### src/rtl/hr_beat_counter.sv
// Heartbeat pulse counter: synchronises the sensor comparator, rejects bounce with a
// refractory window, latches BPM at window end and restarts the timer on acknowledge.
module hr_beat_counter #(
  parameter int unsigned REFRACT_CYCLES = 12500000,
  parameter int unsigned BPM_MULT       = 10,
  parameter int unsigned COUNT_W        = 8,
  parameter int unsigned BPM_W          = 12
) (
  input  logic               clk,
  input  logic               reset,
  input  logic               pulse_in,
  input  logic               window_done,
  input  logic               cpu_ack,
  output logic [COUNT_W-1:0] beat_count,
  output logic [BPM_W-1:0]   bpm,
  output logic               bpm_valid,
  output logic               timer_restart
);

  localparam int unsigned REF_W = (REFRACT_CYCLES > 2) ? $clog2(REFRACT_CYCLES) : 1;
  localparam logic [REF_W-1:0]   REF_LOAD  = REF_W'(REFRACT_CYCLES - 1);
  localparam logic [COUNT_W-1:0] COUNT_MAX = '1;

  typedef enum logic [1:0] {
    COUNT    = 2'd0,
    WAIT_ACK = 2'd1,
    RESTART  = 2'd2
  } state_t;

  state_t             state;
  logic               s1, s2, s3;
  logic [REF_W-1:0]   refract;
  logic               rise_c;
  logic               accept_c;
  logic [BPM_W-1:0]   bpm_next_c;

  assign rise_c     = s2 & ~s3;
  // A beat only counts while counting, outside refractory, and not on the latch cycle.
  assign accept_c   = rise_c && (refract == '0) && (state == COUNT) && !window_done;
  assign bpm_next_c = BPM_W'(beat_count) * BPM_W'(BPM_MULT);

  always_ff @(posedge clk) begin
    if (reset) begin
      s1            <= 1'b0;
      s2            <= 1'b0;
      s3            <= 1'b0;
      refract       <= '0;
      beat_count    <= '0;
      bpm           <= '0;
      bpm_valid     <= 1'b0;
      timer_restart <= 1'b0;
      state         <= COUNT;
    end else begin
      s1 <= pulse_in;
      s2 <= s1;
      s3 <= s2;
      if (refract != '0) refract <= refract - REF_W'(1);

      case (state)
        COUNT: begin
          if (window_done) begin
            bpm       <= bpm_next_c;
            bpm_valid <= 1'b1;
            state     <= WAIT_ACK;
          end else if (accept_c) begin
            refract <= REF_LOAD;
            if (beat_count != COUNT_MAX) beat_count <= beat_count + COUNT_W'(1);
          end
        end
        WAIT_ACK: begin
          if (cpu_ack) begin
            bpm_valid     <= 1'b0;
            timer_restart <= 1'b1;
            beat_count    <= '0;
            refract       <= '0;
            state         <= RESTART;
          end
        end
        RESTART: begin
          // Timer's time_is_up is still high here; it clears on this edge.
          timer_restart <= 1'b0;
          state         <= COUNT;
        end
        default: state <= COUNT;
      endcase
    end
  end

endmodule

### config.mk
export PLATFORM = sky130hd
export DESIGN_NAME = hr_beat_counter
export DESIGN_NICKNAME = d
export VERILOG_FILES = /design/src/rtl/hr_beat_counter.sv
export SDC_FILE = /design/constraint.sdc
export NUM_CORES = 1
export LEC_CHECK = 0
export CORE_MARGIN = 3
export CORE_UTILIZATION = 35
export CTS_CLUSTER_SIZE = 16
export DETAILED_ROUTE_END_ITERATION = 10
export DONT_BUFFER_PORTS = 1
export PLACE_DENSITY = 0.47
export SYNTH_ARGS = -nofsm -noshare
export SYNTH_HDL_FRONTEND = slang
export SYNTH_SLANG_ARGS = --single-unit
### constraint.sdc
create_clock -name clk -period 3 [get_ports clk]
set_input_delay 0.3 -clock clk [delete_from_list [all_inputs] [get_ports clk]]
set_output_delay 0.3 -clock clk [all_outputs]
set_load 0.05 [all_outputs]
==> flow_metrics.tcl <==
set metrics [dict create \
    status "completed" \
    p_leak_nw 1.14 \
    drtAntennaViolNets 0 \
    r2r_cells 5 \
    drt_iter0_drc 141 \
    start_util_pct 36.5 \
    hold_viol_final 0 \
    arrival_ns 2.89 \
    yosys-top-cells-area "dfxtp_1, ha_1, a21oi_1" \
    cts_resized 0 \
    synth_area_mm2 0.00267 \
    critPathKind "flop to flop" \
    rrSetupSlack_ns 0.33 \
    core_mm2 0.00733 \
    drive_gt1_share_pct 9.40 \
    hold_end "s3$_SDFF_PP0_" \
    crit_path_end_kind "flop" \
    period_share_pct 88.9 \
    diodes 0 \
    grt_usage_pct 15.9 \
    grt_setup_unrepaired "no" \
    drtPass1Iterations 4 \
    chipHeight_um 93.4 \
    worstMarginPinSlew_ns 0.857 \
    viasPerCell 5.39 \
    r2r_end "beat_count[3]$_SDFFE_PP0P_" \
    nets 338 \
    max-vdd-ir-drop_mv 0.243 \
    syn2layout_area_growth_pct 9.36 \
    grt_pass1_vias 2222 \
    grt_pass1_wl_um 11200 \
    yosys.area.top_type "dfxtp_1" \
    cp_max_fo 11 \
    cts_setup_buffers 0 \
    die_x_um 93.4 \
    grt_max_degree 28 \
    ys_seq_elements 50 \
    via_count 2253 \
    htreeDepth 2 \
    min_from "reset" \
    place.gp.congestion 0.783 \
    overflow 0 \
    cts.sinks 50 \
    root_buffer "clkbuf_8" \
    avgRoutedWirePerCell_um 15.2 \
    holdPathStages 1 \
    skew_ns 0.0166 \
    max_freq_mhz 375 \
    timing.slew.headroom_pct 42.9 \
    clk_pin_slew_ns 0.10 \
    powerDensity_mw_per_mm2 941 \
    synth-main-ff-cell "dfxtp_1" \
    worst-endpoint-required_ns 3.22 \
    cts_tree "done" \
    syn_avg_cell_area_um2 8.54 \
    regToRegStartpoint "refract[7]$_SDFF_PP0_" \
    synth_top_area_share_pct 37.4 \
    pin_count 27 \
    drc_errors 0 \
    drv_slew 0 \
    dpl.hpwl_um 4680 \
    antenna_found_initial 0 \
    place.port_buffers 0 \
    yosysSeqAreaShare_pct 37.4 \
    syn_nets 333 \
    setup_viol 0 \
    grt.busiest_layer "met2" \
    yosysUniqueCellTypes 54 \
    use_met2_pct 25.6 \
    totalWireLength_um 6370 \
    die_area_mm2 0.00872 \
    cts_made_buffers 5 \
    clk_latency_ns 0.31 \
    met1_usage_pct 20.9 \
    holdBufCountCts 0 \
    fin_setup_tns_ns 0 \
    rows 31 \
    synth_warnings 0 \
    grtUsageMet3_pct 3.70 \
    synth-edff-count 0 \
    worstHoldPathType "primary input to flop" \
    syn_inst 313 \
    clockBufferDepth 2 \
    final_cell_area_mm2 0.00292 \
    maxCapViolCount 0 \
    start_kind "flop" \
    async_reset_ff_share_pct 0 \
    min_period_ns 2.67 \
    place_area_mm2 0.00282 \
]
==> worst max-delay path: stages (launching register included) <==
cell and delay, ns:
dfxtp_1 0.36, or4_1 0.66, nor3_1 0.40, nand4_1 0.42
or4b_1 0.58, a21oi_1 0.15
==> how the worst max path moves through the flow <==
stage,depth (start not counted),slack [ns],to,start
finish,5,0.33,beat_count[3]$_SDFFE_PP0P_,refract[7]$_SDFF_PP0_
global route,5,0.09,beat_count[3]$_SDFFE_PP0P_,refract[16]$_SDFF_PP0_
CTS,7,0.33,beat_count[3]$_SDFFE_PP0P_,refract[0]$_SDFF_PP0_
detailed placement,7,0.34,beat_count[3]$_SDFFE_PP0P_,refract[0]$_SDFF_PP0_
global placement,7,0.42,beat_count[3]$_SDFFE_PP0P_,refract[0]$_SDFF_PP0_
floorplan,7,0.41,bpm[10]$_SDFFE_PP0P_,beat_count[3]$_SDFFE_PP0P_
==> registers in the layout, indices dropped and copies added, names as in the netlist <==
| register | cells |
|---|---|
| refract | 24 |
| bpm | 11 |
| beat_count | 8 |
| state | 2 |
| bpm_valid | 1 |
| s1 | 1 |
| s2 | 1 |
| s3 | 1 |
| timer_restart | 1 |
==> through the flow <==
stage	setup WS (ns)	std cells	hold slack (ns)	power (W)	util, %
after CTS	0.335	418	0.0481	0.00276	39.9
final	0.334	418	0.0602	0.00275	39.9
after floorplan	0.414	313	0.414	0.00198	-
after detailed placement	0.340	410	0.376	0.00228	38.4
after global placement	0.419	410	0.376	0.00229	38.4
after global routing	0.0936	418	0.0394	0.00298	39.9
==> where the power goes <==
part	total, W	internal (W)	leakage, nW	switching [W]
sequential	0.000917	0.000780	0.407	0.000137
combinational	0.00136	0.000538	0.683	0.000822
clock	0.000473	0.000250	0.0524	0.000223
total	0.00275	0.00157	1.14	0.00118
==> cell type report <==
| type | count | area [µm²] |
|---|---|---|
| Fill cell | 752 | 4410 |
| Multi-Input combinational cell | 242 | 1570 |
| Sequential cell | 50 | 1000 |
| Tap cell | 99 | 124 |
| Timing Repair Buffer | 13 | 97.6 |
| Clock buffer | 7 | 76.3 |
| Clock inverter | 1 | 30.0 |
| Inverter | 6 | 22.5 |
==> cells in the mapped netlist, types with 5 or more instances <==
cell type	number
xor2_1	8
nor2_1	27
nand3_1	13
nand2_1	30
ha_1	14
or4_1	11
clkbuf_1	8
nor2b_1	5
nor3_1	10
nor4_1	5
xnor2_1	7
inv_1	6
o21ai_0	11
a21oi_1	27
a211oi_1	8
dfxtp_1	50
nand2b_1	5
nand4_1	5
o211ai_1	6
==> layout by cell type, fill, tap and decap left out, drive strengths merged, types with 2 or more instances in the layout <==
master / instances
dfxtp: 50
o21ai: 12
a211oi: 9
o31ai: 3
nor2b: 5
inv: 6
nand4b: 2
ha: 14
and3: 3
nand2b: 5
nor4: 7
or3: 3
nor4b: 2
or4b: 4
a31oi: 3
nand4: 5
nand3b: 2
o21bai: 2
or4: 12
nor2: 28
nand2: 30
mux2i: 2
buf: 13
a21o: 3
or2: 2
clkbuf: 7
xor2: 8
a21oi: 27
nor3: 12
o211ai: 6
xnor2: 7
nand3: 14
==> cells by family after synthesis <==
group           synth area share, %
compound gates                 16.3
xor+xnor                       4.91
fa+ha+maj                      7.30
buf+inv                        3.74
flops                          37.4
mux                           0.749
other cells                   0.140
simple gates                   29.4
==> layer usage <==
| metal | up-vias | share of wire (%) |
|---|---|---|
| met5 | - | 0 |
| met4 | 0 | 1.8 |
| met3 | 9 | 4.8 |
| met2 | 57 | 46 |
| met1 | 1032 | 48 |
| li1 | 1155 | - |
(Power assumes the default switching activity.)
